$ cat src/rtl/act_pkg.sv
// Shared constants and scheduler state encoding for the act_port burst path.
package act_pkg;

  localparam int ACT_LEN_W      = 13;
  localparam int ACT_BANK_WORDS = 2048;
  localparam int ACT_MAX_BURST  = 256;
  localparam int ACT_WDT_W      = 16;

  typedef enum logic [2:0] {
    IDLE,
    WAIT_BANK,
    START,
    WAIT_DONE,
    UPDATE
  } sched_state_t;

endpackage

$ cat src/rtl/act_port_sched_if.sv
// Request and act_port burst handshake bundle; slave is the scheduler side.
interface act_port_sched_if #(
  parameter int LEN_W = 13
);
  logic             req_valid;
  logic [LEN_W-1:0] req_len;
  logic             req_ready;
  logic             act_port_start;
  logic [LEN_W-1:0] tran_time;
  logic             done;
  logic             burst_active;

  modport master (
    output req_valid, req_len, done,
    input  req_ready, act_port_start, tran_time, burst_active
  );

  modport slave (
    input  req_valid, req_len, done,
    output req_ready, act_port_start, tran_time, burst_active
  );
endinterface

$ cat src/rtl/act_chunk_calc.sv
// Burst length selection: unsigned min of remaining beats, space left in the
// current half and the per-burst cap.
module act_chunk_calc
  import act_pkg::*;
#(
  parameter int LEN_W      = ACT_LEN_W,
  parameter int BANK_WORDS = ACT_BANK_WORDS,
  parameter int MAX_BURST  = ACT_MAX_BURST,
  parameter int FILL_W     = $clog2(BANK_WORDS) + 1
) (
  input  logic [LEN_W-1:0]  remain,
  input  logic [FILL_W-1:0] fill,
  output logic [LEN_W-1:0]  chunk
);

  logic [LEN_W-1:0] space;
  logic [LEN_W-1:0] cap;

  always_comb begin
    space = LEN_W'(FILL_W'(BANK_WORDS) - fill);
    cap   = LEN_W'(MAX_BURST);
    chunk = remain;
    if (space < chunk) chunk = space;
    if (cap < chunk)   chunk = cap;
  end

endmodule

$ cat src/rtl/act_port_sched.sv
// Burst scheduler in front of act_port: splits requests, tracks ping-pong fill.
// Optional WAIT_DONE watchdog enabled by ACT_PORT_SCHED_TIMEOUT_EN.
module act_port_sched
  import act_pkg::*;
#(
  parameter int BANK_WORDS = ACT_BANK_WORDS,
  parameter int MAX_BURST  = ACT_MAX_BURST,
  parameter int LEN_W      = ACT_LEN_W
) (
  input  logic                    clk,
  input  logic                    rst,
  act_port_sched_if.slave         bus,
  output logic                    cur_bank,
  output logic [1:0]              bank_full,
  input  logic [1:0]              bank_release,
  output logic                    err_len,
  output logic                    err_timeout
);

  localparam int FILL_W = $clog2(BANK_WORDS) + 1;

  sched_state_t      state, state_nxt;
  logic [FILL_W-1:0] fill;
  logic [FILL_W-1:0] fill_sum;
  logic [LEN_W-1:0]  remain;
  logic [LEN_W-1:0]  chunk;
  logic [LEN_W-1:0]  tran_time;
  logic [1:0]        bank_set;
  logic              accept;
  logic              wrap;
  logic              bank_free;
  logic              timeout;

  act_chunk_calc #(
    .LEN_W      (LEN_W),
    .BANK_WORDS (BANK_WORDS),
    .MAX_BURST  (MAX_BURST),
    .FILL_W     (FILL_W)
  ) u_chunk (
    .remain (remain),
    .fill   (fill),
    .chunk  (chunk)
  );

  assign bus.tran_time = tran_time;
  assign accept        = (state == IDLE) && bus.req_valid;
  assign bank_free     = !bank_full[cur_bank];
  assign fill_sum      = fill + FILL_W'(tran_time);
  assign wrap          = (fill_sum == FILL_W'(BANK_WORDS));
  // Set and release on the same edge: set is OR-ed in after the clear.
  assign bank_set      = (state == UPDATE && wrap) ? (2'b01 << cur_bank) : 2'b00;

`ifdef ACT_PORT_SCHED_TIMEOUT_EN
  logic [ACT_WDT_W-1:0] wdt;

  assign timeout = (state == WAIT_DONE) && !bus.done && (wdt == '1);

  always_ff @(posedge clk) begin
    if (rst || state != WAIT_DONE) wdt <= '0;
    else                           wdt <= wdt + 1'b1;
  end

  always_ff @(posedge clk) begin
    if (rst)          err_timeout <= 1'b0;
    else if (timeout) err_timeout <= 1'b1;
  end
`else
  assign timeout     = 1'b0;
  assign err_timeout = 1'b0;
`endif

  always_ff @(posedge clk) begin
    if (rst) state <= IDLE;
    else     state <= state_nxt;
  end

  always_comb begin
    state_nxt          = state;
    bus.req_ready      = 1'b0;
    bus.act_port_start = 1'b0;
    bus.burst_active   = 1'b0;
    case (state)
      IDLE: begin
        bus.req_ready = 1'b1;
        if (bus.req_valid && bus.req_len != '0) state_nxt = WAIT_BANK;
      end
      WAIT_BANK: if (bank_free) state_nxt = START;
      START: begin
        bus.act_port_start = 1'b1;
        bus.burst_active   = 1'b1;
        state_nxt          = WAIT_DONE;
      end
      WAIT_DONE: begin
        bus.burst_active = 1'b1;
        if (bus.done)     state_nxt = UPDATE;
        else if (timeout) state_nxt = IDLE;
      end
      UPDATE:  state_nxt = (remain == tran_time) ? IDLE : WAIT_BANK;
      default: state_nxt = IDLE;
    endcase
  end

  always_ff @(posedge clk) begin
    if (rst) begin
      fill      <= '0;
      remain    <= '0;
      tran_time <= '0;
      cur_bank  <= 1'b0;
      bank_full <= 2'b00;
      err_len   <= 1'b0;
    end else begin
      err_len   <= accept && (bus.req_len == '0);
      bank_full <= (bank_full & ~bank_release) | bank_set;
      if (accept && bus.req_len != '0) remain <= bus.req_len;
      if (state == WAIT_BANK && bank_free) tran_time <= chunk;
      if (state == UPDATE) begin
        remain <= remain - tran_time;
        if (wrap) begin
          fill     <= '0;
          cur_bank <= ~cur_bank;
        end else begin
          fill <= fill_sum;
        end
      end
      if (timeout) remain <= '0;
    end
  end

endmodule

$ cat src/flat_wrapper.sv
// flat-port wrapper written by rule: the top's interface ports become plain ports
module act_port_sched_flat import act_pkg::*;
#(
  parameter int BANK_WORDS = ACT_BANK_WORDS,
  parameter int MAX_BURST  = ACT_MAX_BURST,
  parameter int LEN_W      = ACT_LEN_W
)
  (clk, rst, cur_bank, bank_full, bank_release, err_len, err_timeout, bus_req_valid, bus_req_len, bus_done, bus_req_ready, bus_act_port_start, bus_tran_time, bus_burst_active);
  act_port_sched_if #(.LEN_W(LEN_W)) bus_i ();
  input  logic clk;
  input  logic rst;
  output logic cur_bank;
  output logic [1:0] bank_full;
  input  logic [1:0] bank_release;
  output logic err_len;
  output logic err_timeout;
  input wire logic [$bits(bus_i.req_valid)-1:0] bus_req_valid;
  input wire logic [$bits(bus_i.req_len)-1:0] bus_req_len;
  input wire logic [$bits(bus_i.done)-1:0] bus_done;
  output wire logic [$bits(bus_i.req_ready)-1:0] bus_req_ready;
  output wire logic [$bits(bus_i.act_port_start)-1:0] bus_act_port_start;
  output wire logic [$bits(bus_i.tran_time)-1:0] bus_tran_time;
  output wire logic [$bits(bus_i.burst_active)-1:0] bus_burst_active;
  assign bus_i.req_valid = bus_req_valid;
  assign bus_i.req_len = bus_req_len;
  assign bus_i.done = bus_done;
  assign bus_req_ready = bus_i.req_ready;
  assign bus_act_port_start = bus_i.act_port_start;
  assign bus_tran_time = bus_i.tran_time;
  assign bus_burst_active = bus_i.burst_active;
  act_port_sched #(.BANK_WORDS(BANK_WORDS), .MAX_BURST(MAX_BURST), .LEN_W(LEN_W)) u_core (.clk(clk), .rst(rst), .bus(bus_i), .cur_bank(cur_bank), .bank_full(bank_full), .bank_release(bank_release), .err_len(err_len), .err_timeout(err_timeout));
endmodule
$ cat config.mk
export PLATFORM = sky130hd
export DESIGN_NAME = act_port_sched_flat
export DESIGN_NICKNAME = d
export VERILOG_FILES = /design/src/rtl/act_pkg.sv /design/src/rtl/act_port_sched_if.sv /design/src/rtl/act_chunk_calc.sv /design/src/rtl/act_port_sched.sv /design/src/flat_wrapper.sv
export SDC_FILE = /design/constraint.sdc
export NUM_CORES = 1
export LEC_CHECK = 0
export CAP_MARGIN = 25
export CORE_UTILIZATION = 30
export DETAILED_ROUTE_END_ITERATION = 7
export GPL_TIMING_DRIVEN = 0
export PLACE_DENSITY_LB_ADDON = 0.25
export SLEW_MARGIN = 5
export SYNTH_ARGS = -nofsm -noshare
export SYNTH_HDL_FRONTEND = slang
export SYNTH_SLANG_ARGS = --single-unit
$ cat constraint.sdc
create_clock -name clk -period 3.19 [get_ports clk]
set_input_delay 0.7975 -clock clk [delete_from_list [all_inputs] [get_ports clk]]
set_output_delay 0.7975 -clock clk [all_outputs]
set_load 0.02 [all_outputs]
==> results.py <==
metrics = {
    "die": {
        "initial_core_util_pct": 31.1,
        "dieArea_um2": 13000,
        "die_h_um": 114,
        "dieWidth_um": 114,
        "core.rowCount": 40,
        "design.portCount": 40,
        "core_um2": 12100,
    },
    "synth": {
        "synthCells": 463,
        "syn-mean-instance-area_um2": 8.12,
        "synth.ff_latch_count": 45,
        "post_synth_edffs": 0,
        "postSynthNetCount": 520,
        "synthMostInstantiatedCell": "dfxtp_1",
        "unique_cell_type_count_in_the_yosys_netlist": 65,
        "ys.flop_type": "dfxtp_1",
        "synth_sequential_area_ratio_pct": 24.0,
        "synth.top_cells.by_area": "dfxtp_1, ha_1, xnor2_1",
        "synthArstFlopShare_pct": 0,
        "synth.top_cell.area_share_pct": 24.0,
        "netlist_area_pre_place_um2": 3760,
        "synth_area_leader_cell": "dfxtp_1",
        "synth-warning-count": 0,
        "ys_top_cells_by_count": "dfxtp_1, inv_1, ha_1",
    },
    "route": {
        "detailedRoute.firstIterationViolations": 150,
        "via_per_inst": 5.19,
        "route.detailed.wl_per_inst_um": 15.8,
        "count_of_vias_placed_by_the_detailed_router": 3556,
        "post-route-drc-count": 0,
        "detailedRoute.firstPassIterationCount": 5,
        "routed_wirelength_mm": 10.8,
        "drtAntennaViolNets": 0,
    },
    "pwr": {
        "leak_pwr_nw": 1.86,
        "power_density_nw_per_um2": 382,
        "switchingPower_mw": 0.600,
        "power.clock.fraction_pct": 30.0,
        "power.ir.vdd_worst_mv": 0.275,
        "swShare_pct": 33.6,
        "combinational_power_share_pct": 35.1,
        "p_int_mw": 1.19,
        "power.share.sequential_pct": 34.9,
    },
    "layout": {
        "fin_nets": 574,
        "final_core_util_pct": 38.6,
        "area_delta_synth_final_pct": 24.4,
        "drive_gt1_share_pct": 11.8,
        "number_of_antenna_repair_diodes": 0,
    },
    "clock_tree": {
        "tritoncts.num_buffers": 5,
        "cts.path.max_buffers": 2,
        "clock_tree.root_cell": "clkbuf_16",
        "reg_clk_slew_reported_paths_ns": 0.07,
        "clock_sink_count": 45,
        "cts-htree-levels": 2,
        "clock_tree_from_tritoncts": "done",
        "post_cts_hold_buffer_count": 0,
        "worstSkewPairLatency_ns": 0.29,
    },
    "setup_path": {
        "worstSetupStartpoint": "u_core.fill[2]$_SDFFE_PP0P_",
        "critical_path_data_required_time_ns": 3.37,
        "crit-reg2reg-launch": "u_core.fill[2]$_SDFFE_PP0P_",
        "timing.critical_path.to_type": "flip-flop",
        "critical_path_arrival_ns": 3.34,
        "critical_path.max_fanout": 8,
        "timing.setup.critical_path_class": "reg -> reg",
        "critPathLaunchType": "flip-flop",
        "timing.reg2reg.setup_slack_ns": 0.03,
        "rr_worst_depth": 12,
        "worst_r2r_endpoint": "u_core.bus.tran_time[1]$_SDFFE_PP0P_",
    },
    "outcome": {
        "run_status": "finished clean",
    },
    "global_route": {
        "wire_length_of_the_first_global_routing_pass_mm": 17.5,
        "number_of_antenna_violations_at_the_first_check_in_global_routing": 0,
        "globalRouteTotalUtil_pct": 17.0,
        "grt_start_max_net_pins": 13,
        "grt_pass1_vias": 3383,
        "globalRoute.totalOverflow": 0,
    },
    "placement": {
        "dp_hpwl_mm": 8.35,
        "io_buffers": 37,
        "gpl.final_weighted_congestion": 0.870,
    },
    "worst_hold_path": {
        "hold_path_depth": 2,
        "timing.hold.worst_endpoint": "u_core.bank_full[1]$_SDFF_PP0_",
        "timing.hold.worst.class": "reg -> reg",
        "min-delay-start": "u_core.bank_full[1]$_SDFF_PP0_",
    },
    "timing": {
        "timing.clock.skew_ns": 0.00506,
        "tightestPinTransition_ns": 0.721,
        "slew_violations": 0,
        "timing.final.setup_violations": 0,
        "max_slew_margin_pct": 51.7,
        "clock.fmax_mhz": 316,
        "final.min_clock_period_ns": 3.16,
        "final.setup.tns_ns": 0,
        "final-hold-violation-count": 0,
        "rsz_0062_raised_after_global_routing": "yes",
        "layout_worst_path_cycle_share_pct": 99.2,
    },
    "flow_run": {
        "max-cap-violations": 0,
    },
}
registers in the layout, indices dropped and copies added, names as in the netlist:
| register | cells |
|---|---|
| u_core.state | 3 |
| u_core.remain | 13 |
| u_core.cur_bank | 1 |
| u_core.bank_full | 2 |
| u_core.bus.tran_time | 13 |
| u_core.err_len | 1 |
| u_core.fill | 12 |
cell type report:
class	instances	area, µm²
clock buffer	7	143
multi-input combinational	358	2720
sequential	45	912
tap	168	210
inverter	43	161
fill	1292	7430
buffer	17	77.6
timing repair buffer	47	453
what timing repair did:
| item | 4_1_cts | 5_1_grt |
|---|---|---|
| resized for setup | 16 | 13 |
| buffers inserted | 6 | 4 |
| pin swaps | 7 | 9 |
| endpoints found under the setup margin | 9 | 14 |
cell families (layout without fill, tap and decap cells):
| logic type | count (synthesis) | in the layout | synth area share, % |
|---|---|---|---|
| flip-flops | 45 | 45 | 24.0 |
| adder cells (fa/ha/maj) | 38 | 38 | 13.0 |
| multiplexers | 17 | 17 | 4.59 |
| other | 1 | 1 | 0.0997 |
| AO/OA/AOI/OAI | 125 | 125 | 23.8 |
| AND/OR/NAND/NOR | 151 | 151 | 22.2 |
| XOR/XNOR | 26 | 26 | 6.05 |
| buffers and inverters | 60 | 114 | 6.35 |
cells in the final DEF, fill, tap and decap left out, types with 6 or more instances in the layout:
| cell | synthesis | final |
|---|---|---|
| o21a_1 | 6 | 6 |
| clkdlybuf4s50_1 | 0 | 37 |
| inv_1 | 43 | 41 |
| xnor2_1 | 20 | 20 |
| nand4_1 | 8 | 8 |
| buf_4 | 1 | 9 |
| nand2b_1 | 15 | 15 |
| clkbuf_1 | 11 | 12 |
| a21o_1 | 12 | 12 |
| xor2_1 | 6 | 6 |
| nor2_1 | 33 | 31 |
| nand2_1 | 32 | 32 |
| a211oi_1 | 18 | 18 |
| nand3_1 | 10 | 9 |
| dfxtp_1 | 45 | 40 |
| nor3_1 | 11 | 11 |
| o21ai_1 | 8 | 8 |
| o21ai_0 | 12 | 12 |
| a21oi_1 | 31 | 31 |
| mux2i_1 | 15 | 15 |
| ha_1 | 36 | 35 |
power groups by stage:
stage               registers, mW  clock network [mW]  logic (mW)
detailed placement          0.638                   0       0.588
global route                0.628               0.564       0.692
CTS                         0.625               0.538       0.612
global placement            0.638                   0       0.582
floorplan                   0.630                   0       0.439
finish                      0.624               0.535       0.627
worst max-delay path, cell delays in order, from the launching register on:
cell and delay, ns:
dfxtp_1 0.32, buf_6 0.14, or4_4 0.55, nor2_1 0.14, xnor2_1 0.15, ha_1 0.23, or3_1 0.34, a211o_1 0.28
a221oi_4 0.39, nor4b_4 0.09, buf_6 0.16, a22oi_1 0.16, o21ai_1 0.09
worst max-delay path by stage:
stage / depth (start not counted) / endpoint / slack (ns)
3_5_place_dp: 14 / u_core.bus.tran_time[3]$_SDFFE_PP0P_ / -0.44
6_report: 12 / u_core.bus.tran_time[1]$_SDFFE_PP0P_ / 0.03
2_1_floorplan: 11 / u_core.bus.tran_time[0]$_SDFFE_PP0P_ / 0.03
5_1_grt: 13 / u_core.bus.tran_time[1]$_SDFFE_PP0P_ / -0.17
4_1_cts: 14 / u_core.bus.tran_time[5]$_SDFFE_PP0P_ / 0.01
3_3_place_gp: 14 / u_core.bus.tran_time[3]$_SDFFE_PP0P_ / -0.42
routing by layer:
metal	routed length (µm)	up-vias	track usage, %
li1	-	1785	-
met1	5390	1709	23.5
met2	5140	56	28.9
met3	229	6	1.70
met4	80	0	3.12
met5	0	-	0
through the flow:
stage               cell area [µm²]  setup WS [ns]  hold slack [ns]  cells  power, mW
detailed placement             4350         -0.436            0.496    668       1.23
global route                   4680         -0.174            0.538    685       1.88
floorplan                      3770         0.0307            0.478    463       1.07
finish                         4680         0.0271            0.501    685       1.79
global placement               4350         -0.422            0.483    668       1.22
CTS                            4600         0.0147            0.502    681       1.77
Note: power is estimated with default switching activity, not from simulation.
